===== config.mk =====
export PLATFORM = sky130hd
export DESIGN_NAME = quad_step_decoder_flat
export DESIGN_NICKNAME = d
export VERILOG_FILES = /design/src/rtl/quad_step_decoder_pkg.sv /design/src/rtl/quad_step_decoder_if.sv /design/src/rtl/quad_step_decoder_sync_filter.sv /design/src/rtl/quad_step_decoder.sv /design/src/flat_wrapper.sv
export SDC_FILE = /design/constraint.sdc
export NUM_CORES = 1
export LEC_CHECK = 0
export ABC_AREA = 0
export CORE_UTILIZATION = 45
export CTS_CLUSTER_SIZE = 30
export DETAILED_ROUTE_END_ITERATION = 7
export DONT_BUFFER_PORTS = 1
export GPL_TIMING_DRIVEN = 0
export PLACE_DENSITY = 0.69
export REMOVE_ABC_BUFFERS = 1
export SLEW_MARGIN = 20
export SYNTH_ARGS = -nofsm -noshare
export SYNTH_HDL_FRONTEND = slang
export SYNTH_SLANG_ARGS = --single-unit
export TNS_END_PERCENT = 30

===== constraint.sdc =====
create_clock -name clk -period 4.6 [get_ports clk]
set_clock_uncertainty 0.1 [all_clocks]
set_input_delay 1.38 -clock clk [delete_from_list [all_inputs] [get_ports clk]]
set_output_delay 1.38 -clock clk [all_outputs]
set_load 0.005 [all_outputs]

===== src/rtl/quad_step_decoder_pkg.sv =====
// quad_pkg: shared state type, direction constants and Gray-order lookup for the quadrature decoder
package quad_pkg;
  typedef enum logic [0:0] {INIT, RUN} state_t;
  localparam logic DIR_UP = 1'b1;
  localparam logic DIR_DN = 1'b0;
  function automatic logic [1:0] gray_next(input logic [1:0] s);
    return {s[0], ~s[1]};
  endfunction
endpackage


===== src/rtl/quad_step_decoder_if.sv =====
// quad_step_decoder_if: raw encoder inputs, controls and decoded outputs of the quadrature front end
interface quad_step_decoder_if #(parameter int ERR_W = 8);
  logic a_in;
  logic b_in;
  logic en;
  logic clr_err;
  logic step;
  logic dir;
  logic err;
  logic [ERR_W-1:0] err_cnt;
  logic [1:0] ab_filt;
  logic ready;
  modport master (output a_in, b_in, en, clr_err, input step, dir, err, err_cnt, ab_filt, ready);
  modport slave (input a_in, b_in, en, clr_err, output step, dir, err, err_cnt, ab_filt, ready);
endinterface


===== src/rtl/quad_step_decoder_sync_filter.sv =====
// quad_step_decoder_sync_filter: one channel synchronizer followed by a persistence glitch filter
module quad_step_decoder_sync_filter #(
  parameter int SYNC_STAGES = 2,
  parameter int FILT_CYCLES = 4
) (
  input  logic clk,
  input  logic rst,
  input  logic raw,
  output logic filt,
  output logic idle
);
  localparam int CW = $clog2(FILT_CYCLES + 1);
  logic [SYNC_STAGES-1:0] sync;
  logic [CW-1:0] cnt;
  logic lvl;
  assign lvl = sync[SYNC_STAGES-1];
  assign idle = cnt == '0;
  always_ff @(posedge clk) begin
    if (rst) begin
      sync <= '0;
      filt <= 1'b0;
      cnt <= '0;
    end else begin
      sync <= {sync[SYNC_STAGES-2:0], raw};
      if (lvl == filt) cnt <= '0;
      else if (cnt == CW'(FILT_CYCLES - 1)) begin
        filt <= lvl;
        cnt <= '0;
      end else cnt <= cnt + 1'b1;
    end
  end
endmodule


===== src/rtl/quad_step_decoder.sv =====
// quad_step_decoder: filters A/B, waits for a stable power-on position, then decodes Gray steps and errors
module quad_step_decoder
  import quad_pkg::*;
#(
  parameter int SYNC_STAGES = 2,
  parameter int FILT_CYCLES = 4,
  parameter int ERR_W = 8
) (
  input logic clk,
  input logic rst,
  quad_step_decoder_if.slave bus
);
  localparam int SW = $clog2(FILT_CYCLES + 1);
  state_t state;
  logic [SW-1:0] st_cnt;
  logic [1:0] prev;
  logic [1:0] ab;
  logic [ERR_W-1:0] err_cnt;
  logic fa, fb, idle_a, idle_b;
  logic step, dir, err, ready;
  logic go, fwd, rev, dbl;
  quad_step_decoder_sync_filter #(.SYNC_STAGES(SYNC_STAGES), .FILT_CYCLES(FILT_CYCLES)) u_a (
    .clk(clk), .rst(rst), .raw(bus.a_in), .filt(fa), .idle(idle_a)
  );
  quad_step_decoder_sync_filter #(.SYNC_STAGES(SYNC_STAGES), .FILT_CYCLES(FILT_CYCLES)) u_b (
    .clk(clk), .rst(rst), .raw(bus.b_in), .filt(fb), .idle(idle_b)
  );
  assign ab = {fa, fb};
  assign go = state == RUN && bus.en;
  assign fwd = ab == gray_next(prev);
  assign rev = prev == gray_next(ab);
  assign dbl = (ab ^ prev) == 2'b11;
  // prev tracks even while disabled so re-enabling never replays old movement
  always_ff @(posedge clk) begin
    if (rst) begin
      state <= INIT;
      st_cnt <= '0;
      prev <= 2'b00;
      step <= 1'b0;
      dir <= DIR_UP;
      err <= 1'b0;
      err_cnt <= '0;
      ready <= 1'b0;
    end else begin
      prev <= ab;
      step <= go && (fwd || rev);
      err <= go && dbl;
      if (go && (fwd || rev)) dir <= fwd ? DIR_UP : DIR_DN;
      err_cnt <= bus.clr_err ? ERR_W'(go && dbl) :
                 (go && dbl && !(&err_cnt)) ? err_cnt + 1'b1 : err_cnt;
      if (state == INIT) begin
        if (idle_a && idle_b) begin
          if (st_cnt == SW'(FILT_CYCLES - 1)) begin
            state <= RUN;
            ready <= 1'b1;
          end else st_cnt <= st_cnt + 1'b1;
        end else st_cnt <= '0;
      end
    end
  end
  assign bus.step = step;
  assign bus.dir = dir;
  assign bus.err = err;
  assign bus.err_cnt = err_cnt;
  assign bus.ab_filt = ab;
  assign bus.ready = ready;
endmodule


===== src/flat_wrapper.sv =====
// flat-port wrapper written by rule: the top's interface ports become plain ports
module quad_step_decoder_flat import quad_pkg::*;
#(
  parameter int SYNC_STAGES = 2,
  parameter int FILT_CYCLES = 4,
  parameter int ERR_W = 8
)
  (clk, rst, bus_a_in, bus_b_in, bus_en, bus_clr_err, bus_step, bus_dir, bus_err, bus_err_cnt, bus_ab_filt, bus_ready);
  quad_step_decoder_if #(.ERR_W(ERR_W)) bus_i ();
  input logic clk;
  input logic rst;
  input wire logic [$bits(bus_i.a_in)-1:0] bus_a_in;
  input wire logic [$bits(bus_i.b_in)-1:0] bus_b_in;
  input wire logic [$bits(bus_i.en)-1:0] bus_en;
  input wire logic [$bits(bus_i.clr_err)-1:0] bus_clr_err;
  output wire logic [$bits(bus_i.step)-1:0] bus_step;
  output wire logic [$bits(bus_i.dir)-1:0] bus_dir;
  output wire logic [$bits(bus_i.err)-1:0] bus_err;
  output wire logic [$bits(bus_i.err_cnt)-1:0] bus_err_cnt;
  output wire logic [$bits(bus_i.ab_filt)-1:0] bus_ab_filt;
  output wire logic [$bits(bus_i.ready)-1:0] bus_ready;
  assign bus_i.a_in = bus_a_in;
  assign bus_i.b_in = bus_b_in;
  assign bus_i.en = bus_en;
  assign bus_i.clr_err = bus_clr_err;
  assign bus_step = bus_i.step;
  assign bus_dir = bus_i.dir;
  assign bus_err = bus_i.err;
  assign bus_err_cnt = bus_i.err_cnt;
  assign bus_ab_filt = bus_i.ab_filt;
  assign bus_ready = bus_i.ready;
  quad_step_decoder #(.SYNC_STAGES(SYNC_STAGES), .FILT_CYCLES(FILT_CYCLES), .ERR_W(ERR_W)) u_core (.clk(clk), .rst(rst), .bus(bus_i));
endmodule

==> impl_results.md, run 1 <==
- Vias in the first global route: around 960
- Most area-hungry cell type in the Yosys netlist: dfxtp_1
- P_leak: approximately 0.53 nW
- Final critical-path required period: about 2.5 ns
- Area share of the largest cell type after synthesis: between 40% and 50%
- Boundary pin count: 20
- Final Hold Viols: 0
- Upper clock frequency limit: approximately 400 MHz
- Top cells by area in the synthesized netlist: dfxtp_1 46%, ha_1 10%, nor2_1 5.7%
- Startpoint of the most critical register-to-register path: u_core.u_b.filt
- Initial standard-cell utilization of the core: between 40 and 50%
- Cell family with most CP delay: simple AND/OR/NAND/NOR gates
- Die width: 56.03 um
- Post-DR vias/cell: between 5 and 6
- Htree depth: 2
- Antenna violations before repair: 0
- Cell area after placement: approximately 1300 um2
- Worst slack at placement: 1.746 ns
- Root Driver: clkbuf_4
- Outcome: finished clean
- Total overflow reported by the global router: 0
- Initial DRC count: 26
- Met1 layer wirelength in the final routing: a little under 1000 um
- Router iterations before antenna repair: 4
- Setup repair after global routing missed its margin: false
- Flip-flop cell with the highest count after synthesis: dfxtp_1
- Top metal layer carrying routed signals: met4
- Critical Path, Cell by Cell: nand4_1 -> nor4b_1 -> a31oi_1 -> a311oi_1
- Final design utilization: between 50% and 60%
- CTS buffer count: 5
- Buffer levels on the longest clock path: 2
- Max_cap viols: 0
- Class of the tightest hold or removal check: reg -> reg
- Std-Cell Core Area: between 2000 and 3000 um2
- Met3 layer wire length in the routed design: between 100 and 150 um
- Die height: between 50 and 60 um
- First-pass GRT wire length: roughly 3900 um
- Worst voltage drop across the vdd grid: around 0.24 mV
- Post-route standard cell area excluding fillers: approximately 1400 um2
- Critical Path End Type: flop
- Postcts setup bufs: 0
- Detailed Place HPWL: roughly 1600 um
- Warnings, synthesis: 0
- Worst-case headroom to the max-slew limit: between 30% and 40%
- Post-layout worst setup margin: 2.097 ns
- Full die area: 3139 um2
- Number of standard-cell rows in the floorplan: 19
- Cts-stage hold buffer count: 0
- Layout cell share with drive strength beyond 1: 6.207%
- Number of diodes: 0
- Synth-to-layout area growth: 6.762%
- Count of cell types in the netlist: 34
- Avg Synthesized Cell Area: just over 9 um2
- Pins Over Slew Limit: 0
- Crit path buf inv count: 0
- Most common cell after layout, fill and taps aside: dfxtp_1
- Arrival time at the worst endpoint: ~2.7 ns
- Total power density per cell area: roughly 370 nW/um2
- Synth async-reset ratio: 0%
- Remaining design rule violation count: 0
- Pin count of the biggest net entering global routing: 21
- Total length of routed met2 wires: between 1000 and 1500 um
- Final setup viols: 0
- CTS tree: built
- Worst Max-Slew Pin Slew: 0.9266 ns
- Launch instance of the worst min-delay path: u_core.u_b.cnt[0]
- Slowest cell on the critical path: nor4b_1
- Routability-driven placement congestion ratio: 0.7716
- Post-synth EDFFs: 0
- Gate Count Post-Synth: 142
- Critical path data required time: 4.75 ns
- Sequential area share after synthesis: 45.71%
- Critical Path Max Stage Delay: a little under 0.8 ns
- GRT Util Overall: 16.19%
- Clock-pin slew on the worst setup and hold paths: ~0.10 ns
- Total of cells resized after clock tree synthesis: 0
- Post-Route Setup TNS: 0 ns
- DRT Wirelength: approximately 2200 um
- Tcrit/Tclk final: a little over half
- Number of I/O port buffers: 0
- Number of register bits inferred by synthesis: 30
- Highest-count cells in the layout ignoring fill and taps: 30 x dfxtp_1, 20 x nor2_1, 12 x inv_1, 11 x ha_1, 8 x nor2b_1
- Beginning of the critical path: bus_en
- Vias after detailed routing: around 950
- Netlist area before placement: about 1300 um2
- Critical path class: in -> reg
- Startpoint type of the worst setup path: input port
- ANT nets after route: 0
- Routed len/inst: 12.68 um
- Number of fillers in the final layout: about 270
- CP max FO: 6
- Final #Nets: about 160
- Clock network latency to the later pin of the worst-skew pair: about 0.33 ns
- TritonCTS sink count: 30
==> area by class of cell <==
class	count	area [um2]	area share [%]
multi-input combinational	95	640.6	45.67
tap	31	38.79	2.765
clock inverter	3	40.04	2.855
clock buffer	5	37.54	2.676
inverter	12	45.04	3.211
sequential	30	600.6	42.82
==> per-stage QoR <==
| stage | hold WS [ns] | instances | power [mW] |
|---|---|---|---|
| 4_1_cts | 0.3529 | 176 | 0.5151 |
| 3_3_place_gp | 0.3236 | 168 | 0.3088 |
| 2_1_floorplan | 0.3138 | 137 | 0.3052 |
| 5_1_grt | 0.3772 | 176 | 0.5330 |
| 3_5_place_dp | 0.3373 | 168 | 0.3120 |
| 6_report | 0.3457 | 176 | 0.5122 |
==> flip-flops by register name, summed over array words and instances (netlist names), 2 cells and up <==
signal	count
u_core.u_b.cnt	3
u_core.u_b.sync	2
u_core.prev	2
u_core.st_cnt	3
u_core.u_a.cnt	3
u_core.bus.err_cnt	8
u_core.u_a.sync	2
==> power by group <==
group	internal (mW)	switching [mW]
clock network	0.113	0.0940
logic	0.0148	0.0151
registers	0.269	0.00649
total	0.397	0.116
==> worst reg2reg max path, stage by stage, from the launching register on <==
cell      delay, ns
dfxtp_1        0.49
xnor2_1        0.15
nor4b_1        0.83
a31oi_1        0.18
a311oi_1       0.25
==> cells in the mapped netlist, types with 3 or more instances <==
| library cell | number |
|---|---|
| nor2b_1 | 8 |
| dfxtp_1 | 30 |
| nor3_1 | 5 |
| xnor2_1 | 6 |
| or3_1 | 3 |
| inv_1 | 12 |
| ha_1 | 11 |
| nor2_1 | 20 |
| mux2i_1 | 3 |
| a21oi_1 | 5 |
| nand3_1 | 3 |
| nand2_1 | 6 |
==> layer usage <==
metal / GRT usage (%) / vias up
li1: - / 490
met4: 8.362 / 0
met5: 0 / -
met1: 17.42 / 438
met2: 26.70 / 18
met3: 7.209 / 2
==> logic make-up (layout without fill, tap and decap cells) <==
group	Yosys count	after routing	synth area share, %
AND/OR/NAND/NOR	55	55	21.43
AO/OA/AOI/OAI	20	20	10.57
flip-flops	30	30	45.71
buffers and inverters	17	20	5.523
adder cells (fa/ha/maj)	11	11	10.48
multiplexers	3	3	2.286
XOR/XNOR	6	6	4.000
==> path summary, 6_finish.rpt <==
kind | endpoint | cells past startpoint | slack (ns)
min reg2reg | u_core.u_b.cnt[0] | 1 | 0.35
max | u_core.bus.err_cnt[5] | 4 | 2.10
max reg2reg | u_core.bus.err_cnt[5] | 4 | 2.52
min | u_core.u_b.cnt[0] | 1 | 0.35
(Power assumes the default switching activity.)
==> run 2: changes to the inputs <==
--- a/config.mk
+++ b/config.mk
@@ -11,7 +11,7 @@
 export DETAILED_ROUTE_END_ITERATION = 7
 export DONT_BUFFER_PORTS = 1
 export GPL_TIMING_DRIVEN = 0
-export PLACE_DENSITY = 0.69
+export PLACE_DENSITY = 0.71
 export REMOVE_ABC_BUFFERS = 1
 export SLEW_MARGIN = 20
 export SYNTH_ARGS = -nofsm -noshare
==> constraint.sdc (replaced) <==
create_clock -name clk -period 2.3 [get_ports clk]
set_clock_uncertainty 0.1 [all_clocks]
set_input_delay 0.69 -clock clk [delete_from_list [all_inputs] [get_ports clk]]
set_output_delay 0.69 -clock clk [all_outputs]
set_load 0.005 [all_outputs]
==> run 2 against run 1 <==
Sequential share of layout area increased by 0.82 points. Design area down 1.9%. Hold slack got worse by 0.015 ns. Routed wire length down 1.1%. Critical path type is now reg -> reg.
==> impl_results.md, run 2 (synthesis results as in run 1) <==
- Final #Nets: 161 (unchanged)
- Synth-to-layout area growth: 4.762% (was 6.762%)
- Outcome: finished clean (unchanged)
- Worst-case headroom to the max-slew limit: 36.94% (was 37.35%)
- Post-DR vias/cell: 5.391 (was 5.386)
- Vias after detailed routing: 938 (was 948)
- Number of standard-cell rows in the floorplan: 19 (unchanged)
- Cts-stage hold buffer count: 0 (unchanged)
- Routed len/inst: 12.68 um (about the same)
- Highest-count cells in the layout ignoring fill and taps: 30 x dfxtp_1, 20 x nor2_1, 12 x inv_1, 11 x ha_1, 8 x nor2b_1 (unchanged)
- Boundary pin count: 20 (unchanged)
- Post-Route Setup TNS: 0 ns (unchanged)
- CP max FO: 6 (unchanged)
- Startpoint type of the worst setup path: flop (was input port)
- Initial DRC count: 16 (was 26)
- Std-Cell Core Area: 2758 um2 (unchanged)
- Arrival time at the worst endpoint: 2.22 ns (was 2.66 ns)
- Flip-flop count of the largest register, all copies and words added: 8 (unchanged)
- Total power density per cell area: 662.9 nW/um2 (was 365.2 nW/um2)
- Number of cells on the worst hold path: 1 (unchanged)
- Final setup viols: 0 (unchanged)
- Detailed Place HPWL: 1557 um (was 1640 um)
- Final Hold Viols: 0 (unchanged)
- Router iterations before antenna repair: 4 (unchanged)
- First-pass GRT wire length: 3795 um (was 3912 um)
- Setup repair after global routing missed its margin: false (unchanged)
- Number of diodes: 0 (unchanged)
- Full die area: 3139 um2 (unchanged)
- Tcrit/Tclk final: between 90% and 100%
- Htree depth: 2 (unchanged)
- CTS tree: built (unchanged)
- Buffer levels on the longest clock path: 2 (unchanged)
- Final critical-path required period: about 2.1 ns
- Critical path data required time: 2.43 ns (was 4.75 ns)
- Total overflow reported by the global router: 0 (unchanged)
- Worst Hold Endpoint: u_core.prev[1] (was u_core.u_b.cnt[0])
- Routability-driven placement congestion ratio: 0.8031 (was 0.7716)
- CTS buffer count: 5 (unchanged)
- Vias in the first global route: 889 (was 956)
- Max_cap viols: 0 (unchanged)
- Number of I/O port buffers: 0 (unchanged)
- GRT Util Overall: 16.01% (was 16.19%)
- Worst voltage drop across the vdd grid: 0.4484 mV (was 0.2365 mV)
- Pins Over Slew Limit: 0 (unchanged)
- Multi-input gate area: 640.6 um2 (unchanged)
- Overall Power: 0.9123 mW (was 0.5122 mW)
- TritonCTS sink count: 30 (unchanged)
- Die height: 56.03 um (unchanged)
- Number of cells on the worst reg-to-reg path: 4 (unchanged)
- Most common cell after layout, fill and taps aside: dfxtp_1 (unchanged)
- ANT nets after route: 0 (unchanged)
- Layout cell share with drive strength beyond 1: 4.895% (was 6.207%)
- Total of cells resized after clock tree synthesis: 0 (unchanged)
- Pin count of the biggest net entering global routing: 21 (unchanged)
- Critical Path End Type: flop (unchanged)
- Number of fillers in the final layout: 277 (was 265)
- Reg2Reg Setup Slack: 0.21 ns (was 2.52 ns)
- Launch instance of the worst min-delay path: rst (was u_core.u_b.cnt[0])
- Critical path class: reg -> reg (was in -> reg)
- Antenna violations before repair: 0 (unchanged)
- Clock-pin slew on the worst setup and hold paths: 0.09 ns (was 0.10 ns)
- Startpoint of the most critical register-to-register path: u_core.u_b.filt (unchanged)
- Clock network latency to the later pin of the worst-skew pair: 0.32 ns (was 0.33 ns)
- Upper clock frequency limit: ~480 MHz
- Worst Max-Slew Pin Slew: 0.9328 ns (was 0.9266 ns)
- P_leak: 0.5167 nW (was 0.5315 nW)
- Final design utilization: 49.91% (was 50.86%)
- Class of the tightest hold or removal check: in -> reg (was reg -> reg)
- Reg area: 600.6 um2 (unchanged)
- Root Driver: clkbuf_4 (unchanged)
- DRT Wirelength: 2206 um (was 2231 um)
- Die width: 56.03 um (unchanged)
- Remaining design rule violation count: 0 (unchanged)
- Most flops, register: u_core.bus.err_cnt (unchanged)
- Initial standard-cell utilization of the core: 47.64% (unchanged)
- Postcts setup bufs: 0 (unchanged)
- Capturing point of the worst reg2reg path: u_core.bus.err_cnt[5] (unchanged)
[run 2: power by group]
part	leakage (nW)	switching, mW	internal, mW
logic	0.243	0.0300	0.0298
registers	0.243	0.0133	0.538
clock network	0.0302	0.164	0.138
[run 2: cell type report]
class / count / share of cell area, %
inverters: 12 / 3.273
well taps: 31 / 2.818
flip-flops and latches: 30 / 43.64
clock buffers: 6 / 3.727
multi-input cells: 95 / 46.55
[run 2: metal layers]
metal | track usage (%) | share of wire, % | vias to the layer above
met3 | 9.302 | 7.7 | 8
met4 | 8.014 | 2.4 | 0
met1 | 17.91 | 45 | 413
met5 | 0 | 0 | -
li1 | - | - | 487
met2 | 24.15 | 45 | 30
[run 2: worst max path at each step]
stage / end / start / slack, ns / depth (start not counted)
2_1_floorplan: u_core.bus.err_cnt[4] / bus_en / 0.28 / 4
3_3_place_gp: u_core.bus.err_cnt[5] / bus_en / 0.17 / 4
3_5_place_dp: u_core.bus.err_cnt[5] / bus_en / 0.16 / 4
4_1_cts: u_core.bus.err_cnt[5] / u_core.u_a.filt / 0.22 / 4
5_1_grt: u_core.bus.err_cnt[5] / u_core.u_a.filt / 0.004 / 4
6_report: u_core.bus.err_cnt[5] / u_core.u_b.filt / 0.21 / 4
[run 2: worst max-delay path, cell delays in order, from the launching register on]
cell      delay (ns)
dfxtp_1         0.49
xnor2_1         0.15
nor4b_1         0.83
a31oi_1         0.17
a311oi_1        0.25
[run 2: stage by stage]
| step | setup WS (ns) | hold WS (ns) | cell area, um2 | cells |
|---|---|---|---|---|
| 2_1_floorplan | 0.2839 | 0.3138 | 1286 | 137 |
| 3_3_place_gp | 0.1713 | 0.3223 | 1325 | 168 |
| 3_5_place_dp | 0.1615 | 0.3432 | 1325 | 168 |
| 4_1_cts | 0.2210 | 0.3159 | 1376 | 174 |
| 5_1_grt | 0.004474 | 0.2906 | 1376 | 174 |
| 6_report | 0.2074 | 0.3311 | 1376 | 174 |
